### config.mk
export PLATFORM = sky130hd
export DESIGN_NAME = bullet_ctrl
export DESIGN_NICKNAME = d
export VERILOG_FILES = /design/src/rtl/bullet_ctrl.sv
export SDC_FILE = /design/constraint.sdc
export NUM_CORES = 1
export LEC_CHECK = 0
export CORE_MARGIN = 2
export CORE_UTILIZATION = 46
export DETAILED_ROUTE_END_ITERATION = 12
export GPL_TIMING_DRIVEN = 0
export PLACE_DENSITY = 0.78
export SYNTH_ARGS = -nofsm -noshare
export SYNTH_HDL_FRONTEND = slang
export SYNTH_SLANG_ARGS = --single-unit
### constraint.sdc
create_clock -name clk -period 3.1 [get_ports clk]
set_input_delay 0.62 -clock clk [delete_from_list [all_inputs] [get_ports clk]]
set_output_delay 0.62 -clock clk [all_outputs]
set_load 0.05 [all_outputs]
### src/rtl/bullet_ctrl.sv
// Player bullet generator: fire synchroniser, IDLE/LOAD/FLY flight FSM, pixel renderer, shot/hit counters.
// Optional inter-shot cooldown state enabled by defining BULLET_COOLDOWN_EN.
module bullet_ctrl #(
  parameter int          BULL_W      = 2,
  parameter int          BULL_H      = 6,
  parameter int          BULL_V      = 4,
  parameter int          X_OFF       = 7,
  parameter int          TOP_Y       = 0,
  parameter logic [2:0]  BULL_RGB    = 3'b110,
  parameter int          COOL_FRAMES = 8
) (
  input  logic        clk,
  input  logic        reset,
  input  logic        video_on,
  input  logic [10:0] pix_x,
  input  logic [10:0] pix_y,
  input  logic        fire,
  input  logic [10:0] ship_x,
  input  logic [10:0] ship_y,
  input  logic        hit,
  output logic [10:0] bull_x,
  output logic [10:0] bull_y,
  output logic        bull_active,
  output logic        bull_on,
  output logic [2:0]  rgb,
  output logic [7:0]  shots,
  output logic [7:0]  hits
);

  localparam logic [10:0] LP_H         = 11'(BULL_H);
  localparam logic [10:0] LP_X_OFF     = 11'(X_OFF);
  localparam logic [10:0] LP_V         = 11'(BULL_V);
  localparam logic [10:0] LP_RETIRE_Y  = 11'(TOP_Y + BULL_V);

`ifdef BULLET_COOLDOWN_EN
  typedef enum logic [1:0] {S_IDLE, S_LOAD, S_FLY, S_COOL} state_t;
  localparam state_t      LP_RETIRE_TO = S_COOL;
  localparam logic [7:0]  LP_COOL_LAST = 8'(COOL_FRAMES - 1);
  logic [7:0] r_cool_cnt;
`else
  typedef enum logic [1:0] {S_IDLE, S_LOAD, S_FLY} state_t;
  localparam state_t      LP_RETIRE_TO = S_IDLE;
`endif

  state_t      r_state, w_state_next;
  logic        r_s0, r_s1;
  logic [10:0] r_bull_x, r_bull_y;
  logic [7:0]  r_shots, r_hits;
  logic        w_fire_rise, w_frame_tick;
  logic        w_load, w_hit_retire, w_top_retire, w_step;
  logic [11:0] w_x_end, w_y_end;

  assign w_frame_tick = (pix_y == 11'd481) && (pix_x == 11'd0);
  assign w_fire_rise  = r_s0 & ~r_s1;

  // NOTE: every signal written here gets a default first, so no path leaves one unassigned (no latches).
  always_comb begin
    w_state_next = r_state;
    w_load       = 1'b0;
    w_hit_retire = 1'b0;
    w_top_retire = 1'b0;
    w_step       = 1'b0;
    case (r_state)
      S_IDLE: if (w_fire_rise && ship_y >= LP_H) w_state_next = S_LOAD;
      S_LOAD: begin
        w_load       = 1'b1;
        w_state_next = S_FLY;
      end
      S_FLY: begin
        if (hit)                                         w_hit_retire = 1'b1;
        else if (w_frame_tick && r_bull_y <= LP_RETIRE_Y) w_top_retire = 1'b1;
        else if (w_frame_tick)                           w_step       = 1'b1;
        if (w_hit_retire || w_top_retire) w_state_next = LP_RETIRE_TO;
      end
`ifdef BULLET_COOLDOWN_EN
      S_COOL: if (w_frame_tick && r_cool_cnt == LP_COOL_LAST) w_state_next = S_IDLE;
`endif
      default: w_state_next = S_IDLE;
    endcase
  end

  // NOTE: sequential state uses non-blocking assignments so every flop samples pre-edge values.
  always_ff @(posedge clk) begin
    if (reset) begin
      r_state  <= S_IDLE;
      r_s0     <= 1'b0;
      r_s1     <= 1'b0;
      r_bull_x <= '0;
      r_bull_y <= '0;
      r_shots  <= '0;
      r_hits   <= '0;
    end else begin
      r_state <= w_state_next;
      r_s0    <= fire;
      r_s1    <= r_s0;
      if (w_load) begin
        r_bull_x <= ship_x + LP_X_OFF;
        r_bull_y <= ship_y - LP_H;
        if (r_shots != 8'hFF) r_shots <= r_shots + 8'd1;
      end else if (w_hit_retire || w_top_retire) begin
        r_bull_x <= '0;
        r_bull_y <= '0;
      end else if (w_step) begin
        r_bull_y <= r_bull_y - LP_V;
      end
      if (w_hit_retire && r_hits != 8'hFF) r_hits <= r_hits + 8'd1;
    end
  end

`ifdef BULLET_COOLDOWN_EN
  always_ff @(posedge clk) begin
    if (reset)                                  r_cool_cnt <= '0;
    else if (r_state != S_COOL)                 r_cool_cnt <= '0;
    else if (w_frame_tick)                      r_cool_cnt <= r_cool_cnt + 8'd1;
  end
`endif

  // Widened by one bit so a bullet at the right/bottom edge cannot wrap its extent.
  assign w_x_end = {1'b0, r_bull_x} + 12'(BULL_W - 1);
  assign w_y_end = {1'b0, r_bull_y} + 12'(BULL_H - 1);

  assign bull_active = (r_state == S_FLY);
  assign bull_on     = bull_active
                     && (pix_x >= r_bull_x) && ({1'b0, pix_x} <= w_x_end)
                     && (pix_y >= r_bull_y) && ({1'b0, pix_y} <= w_y_end);
  assign rgb         = (video_on && bull_on) ? BULL_RGB : 3'b000;
  assign bull_x      = r_bull_x;
  assign bull_y      = r_bull_y;
  assign shots       = r_shots;
  assign hits        = r_hits;

endmodule
==> reports/metrics.sh <==
ANTENNA_FOUND_INITIAL=0
SETUP_VIOL=3
MIN-DELAY-PATH-CLASS='flop to flop'
POST_SYNTH_EDFFS=0
TIMING.CRITICAL_PATH.FANOUT_MAX=4
REG2REG_SLACK_PS=880
TIMING_WORST_SETUP_PATH_TYPE='flop to output pin'
TRITONCTS_NUM_SINKS=42
VIOLATIONS='negative setup slack'
WORST-ENDPOINT-REQUIRED_PS=2480
DRC_ERRORS=0
ANTENNA_CELLS=0
PERIOD_SHARE_PCT=119.9
CTS_TREE='done'
CRITPATHARRIVALTIME_PS=3100
WORST_R2R_PATH_DEPTH=7
GLOBALROUTETOTALUTIL_PCT=24.02
SWITCHING_POWER_SUMMED_OVER_ALL_NETS_mW=0.5356
DETAIL-ROUTE-ANTENNA-NETS=0
POWER.SHARE.CLOCK_PCT=24.0
YOSYS-TOP-CELLS-COUNT='sky130_fd_sc_hd__ha_1 (55), sky130_fd_sc_hd__nor2_1 (46), sky130_fd_sc_hd__dfxtp_1 (42), sky130_fd_sc_hd__inv_1 (35), sky130_fd_sc_hd__xnor2_1 (32)'
RSZ0062_AT_GRT='true'
LIST_OF_CELLS_TRAVERSED_BY_THE_CRITICAL_PATH='clkbuf_16 > inv_6 > ha_4 > a21oi_4 > nor2_4 > nand2_1 > xnor2_1 > ha_1 > a21o_1 > a211o_1 > a211oi_4 > o2111ai_4 > nor3b_4 > buf_6 > buf_8'
MULTIINPUTGATEAREA_MM2=0.002904
OUTCOME='finished with violations'
FILLER_CELL_COUNT=628
TIMING_WORST_SLEW_PIN_VALUE_PS=654.9
VIAS_PER_CELL=5.756
SLEW_VIOL_FINAL=0
NUMBER_OF_MAX_CAP_VIOLATIONS=0
STARTPOINT='bull_y[2]$_SDFFE_PP0P_'
DRT_WL_TOTAL_UM=10680
FINALNONFILLERCELLS=681
SYN-CELL-AREA_MM2=0.003747
DR.MAX_LAYER_USED='met4'
CRIT_FAMILY='compound AO/OA/AOI/OAI gates'
WORST_CASE_CLOCK_BUFFER_DEPTH=2
MET1WIRELENGTH_UM=4671
CORE_MM2=0.007807
HTREE_NUM_LEVELS=2
SUM_OF_MET3_WIRE_SEGMENT_LENGTHS_AFTER_DETAILED_ROUTING_UM=604
SYN_AVG_CELL_AREA_UM2=8.042
WHS_PS=461.7
FINAL-HOLD-VIOLATION-COUNT=0
CLK_PIN_SLEW_WORST_PATHS_PS=80
DIE_H_UM=94.26
NETSWITCHINGFRACTION_PCT=35.90
CLOCK_NETWORK_LATENCY_TO_THE_LATER_PIN_OF_THE_WORST_SKEW_PAIR_PS=300
SHARE_OF_THE_YOSYS_CHIP_AREA_BELONGING_TO_REGISTERS_PCT=22.44
IO_PINS=92
GRT.OVERFLOW.TOTAL=0
CTS_ROOT_BUFFER='sky130_fd_sc_hd__clkbuf_8'
DP_WORST_SETUP_SLACK_PS=-1215
DRT_ITER0_DRC=216
TIMING.CRITICAL_PATH.TO_TYPE='output pin'
NUMBER_OF_BUFFERS_ADDED_TO_FIX_HOLD_VIOLATIONS_AFTER_CTS=0
IRDROPWORSTVDD_V=0.0002193
POWER_PER_CELL_AREA_mW_PER_MM2=282.9
WORSTREG2REGEND='bull_y[3]$_SDFFE_PP0P_'
SEQ_POWER_SHARE_PCT=39.4
SYNTHTOLAYOUTAREAGROWTH_PCT=40.70
MAX_SLEW_MARGIN_PCT=56.26
GRT_PASS1_WL_UM=17390
FLOORPLAN.INITIALDENSITY_PCT=48.00
DR.PASS1.ITERS=5
DP.CELLS=658
STATIC-LEAKAGE-POWER_nW=2.007
SYNTH.MOST_COMMON_CELL='sky130_fd_sc_hd__ha_1'
SYNTH_SEQ_CELLS=42
GP_CONGESTION=0.9359
LAUNCHING_ELEMENT_TYPE_OF_THE_CRITICAL_PATH='flop'
FLOORPLAN.DIE_AREA_MM2=0.008884
DETAILEDPLACEMENTHPWL_UM=8303
SYNTHESIZED_INSTANCE_COUNT=466
CRIT_BUF_INV=4
INTERNAL_POWER_mW=0.9563
SKEW_PS=9.506
DOMINANTREGCELLSYNTH='sky130_fd_sc_hd__dfxtp_1'
NETLIST_TOP_CELLS_AREA='sky130_fd_sc_hd__dfxtp_1 (22%), sky130_fd_sc_hd__ha_1 (18%), sky130_fd_sc_hd__xnor2_1 (7.5%)'
WORST_SETUP_PATH_ENDPOINT='rgb[2]'
TOTALNEGATIVESETUPSLACK_PS=-1781
SEQCELLAREA_UM2=882.1
VIA_COUNT_OF_THE_FIRST_GLOBAL_ROUTING_PASS=3767
ROUTEDWLPERCELL_UM=15.68
SYNTH.LARGEST_AREA_CELL='sky130_fd_sc_hd__dfxtp_1'
ROWS=32
FINALCOREUTILIZATION_PCT=67.53
CRITICAL-PATH-SLOWEST-CELL='sky130_fd_sc_hd__dfxtp_4'
TIMING.CRITICAL_PATH.DEPTH=15
FINALCRITICALPERIOD_PS=3717
DIE_W_UM=94.26
POSTSYNTH.ASYNCRESETSHARE_PCT=0
SYNTH.YOSYS.WARNINGS=0
IO_BUFFER_COUNT=90
SYNTHDISTINCTLIBCELLS=62
CLOCK_BUFFER_COUNT_FROM_CTS=5
REG2REG_START='bull_y[3]$_SDFFE_PP0P_'
ROUTE.VIAS.TOTAL=3920
POST_ROUTE_CELLS_DRIVE_ABOVE_1_SHARE_PCT=14.51
FMAXACHIEVABLE_MHz=269.0
SYNTH.NET_COUNT=570
YOSYS.AREA.TOP_TYPE_SHARE_PCT=22.44
SETUP_WS_PS=-617.1
FINAL_NETS=682
COMBINATIONAL_POWER_SHARE_PCT=36.6
MET2ROUTEDLENGTH_UM=5205
TIMING.CRITICAL_PATH.SLOWEST_CELL_DELAY_PS=370
MAXIMUM_NUMBER_OF_PINS_ON_ONE_NET_BEFORE_GLOBAL_ROUTE_REPAIR=14
routing by layer:
metal  GRT usage [%]  vias to the layer above
met1           31.32                     1843
li1                -                     1919
met2           41.61                      137
met3           2.729                       21
met5               0                        -
met4           6.884                        0
worst min path at each step:
| stage | startpoint | to | cells past startpoint |
|---|---|---|---|
| 3_3_place_gp | r_s0$_SDFF_PP0_ | r_s1$_SDFF_PP0_ | 1 |
| 5_1_grt | r_s0$_SDFF_PP0_ | r_s1$_SDFF_PP0_ | 1 |
| 2_1_floorplan | r_s0$_SDFF_PP0_ | r_s1$_SDFF_PP0_ | 1 |
| 6_report | r_s0$_SDFF_PP0_ | r_s1$_SDFF_PP0_ | 1 |
| 4_1_cts | r_s0$_SDFF_PP0_ | r_s1$_SDFF_PP0_ | 1 |
| 3_5_place_dp | r_s0$_SDFF_PP0_ | r_s1$_SDFF_PP0_ | 1 |
sequential cells by signal, indices dropped and copies added, names as in the netlist:
name	cells
r_state	2
bull_x	11
hits	8
shots	8
r_s1	1
bull_y	11
r_s0	1
logic make-up (layout without fill, tap and decap cells):
kind of cell / count (synthesis) / after routing / share of synthesized area, %
XOR/XNOR: 44 / 44 / 10.28
buffers and inverters: 52 / 165 / 5.543
AO/OA/AOI/OAI: 107 / 107 / 20.00
other: 1 / 1 / 0.1001
AND/OR/NAND/NOR: 161 / 161 / 22.20
adder cells (fa/ha/maj): 55 / 55 / 18.36
flip-flops: 42 / 42 / 22.44
multiplexers: 4 / 4 / 1.068
cells in the final DEF (no fill, tap or decap), drive strengths merged, types with 3 or more instances in the layout:
cell            n
dfxtp          42
nor2           46
a211oi          6
nand2          30
nor3           13
mux2i           4
buf            24
or4             3
ha             55
and3            6
a311oi          3
clkbuf         17
o211ai          4
nand2b          6
a21oi          25
o41ai           3
a22oi           7
clkdlybuf4s50  87
a21o            5
o21a            4
inv            34
a211o           3
a31oi           4
o21ai          18
or3             4
a31o            3
nand4          16
nor4            9
a221oi          3
xor2           12
nand3          14
xnor2          32
nor2b           5
repair_timing:
| action | in CTS | in global routing |
|---|---|---|
| pin swaps | 20 | 9 |
| setup endpoints to repair | 3 | 5 |
| setup buffers | 11 | 5 |
| gates resized for setup | 42 | 11 |
cell type report:
cell class / instances / share of cell area, %
buffer: 16 / 1.827
inverter: 35 / 2.658
multi-input combinational: 372 / 55.08
timing repair buffer: 106 / 19.65
clock inverter: 2 / 0.2610
tap: 102 / 2.420
sequential: 42 / 16.73
clock buffer: 6 / 1.376
power by group through the flow:
stage | Combinational [mW] | Sequential [mW] | Clock, mW
floorplan | 0.277 | 0.642 | 0
global placement | 0.498 | 0.594 | 0
finish | 0.546 | 0.587 | 0.358
detailed placement | 0.512 | 0.595 | 0
CTS | 0.530 | 0.585 | 0.358
global route | 0.598 | 0.591 | 0.378
metrics by stage:
step                      cell area [µm²]  power (mW)
final                                5273       1.492
after global routing                 5273       1.566
after CTS                            5186       1.474
after detailed placement             4911       1.107
after global placement               4911       1.092
after floorplan                      3882      0.9193
No activity file was read; power rests on OpenSTA's default activity.
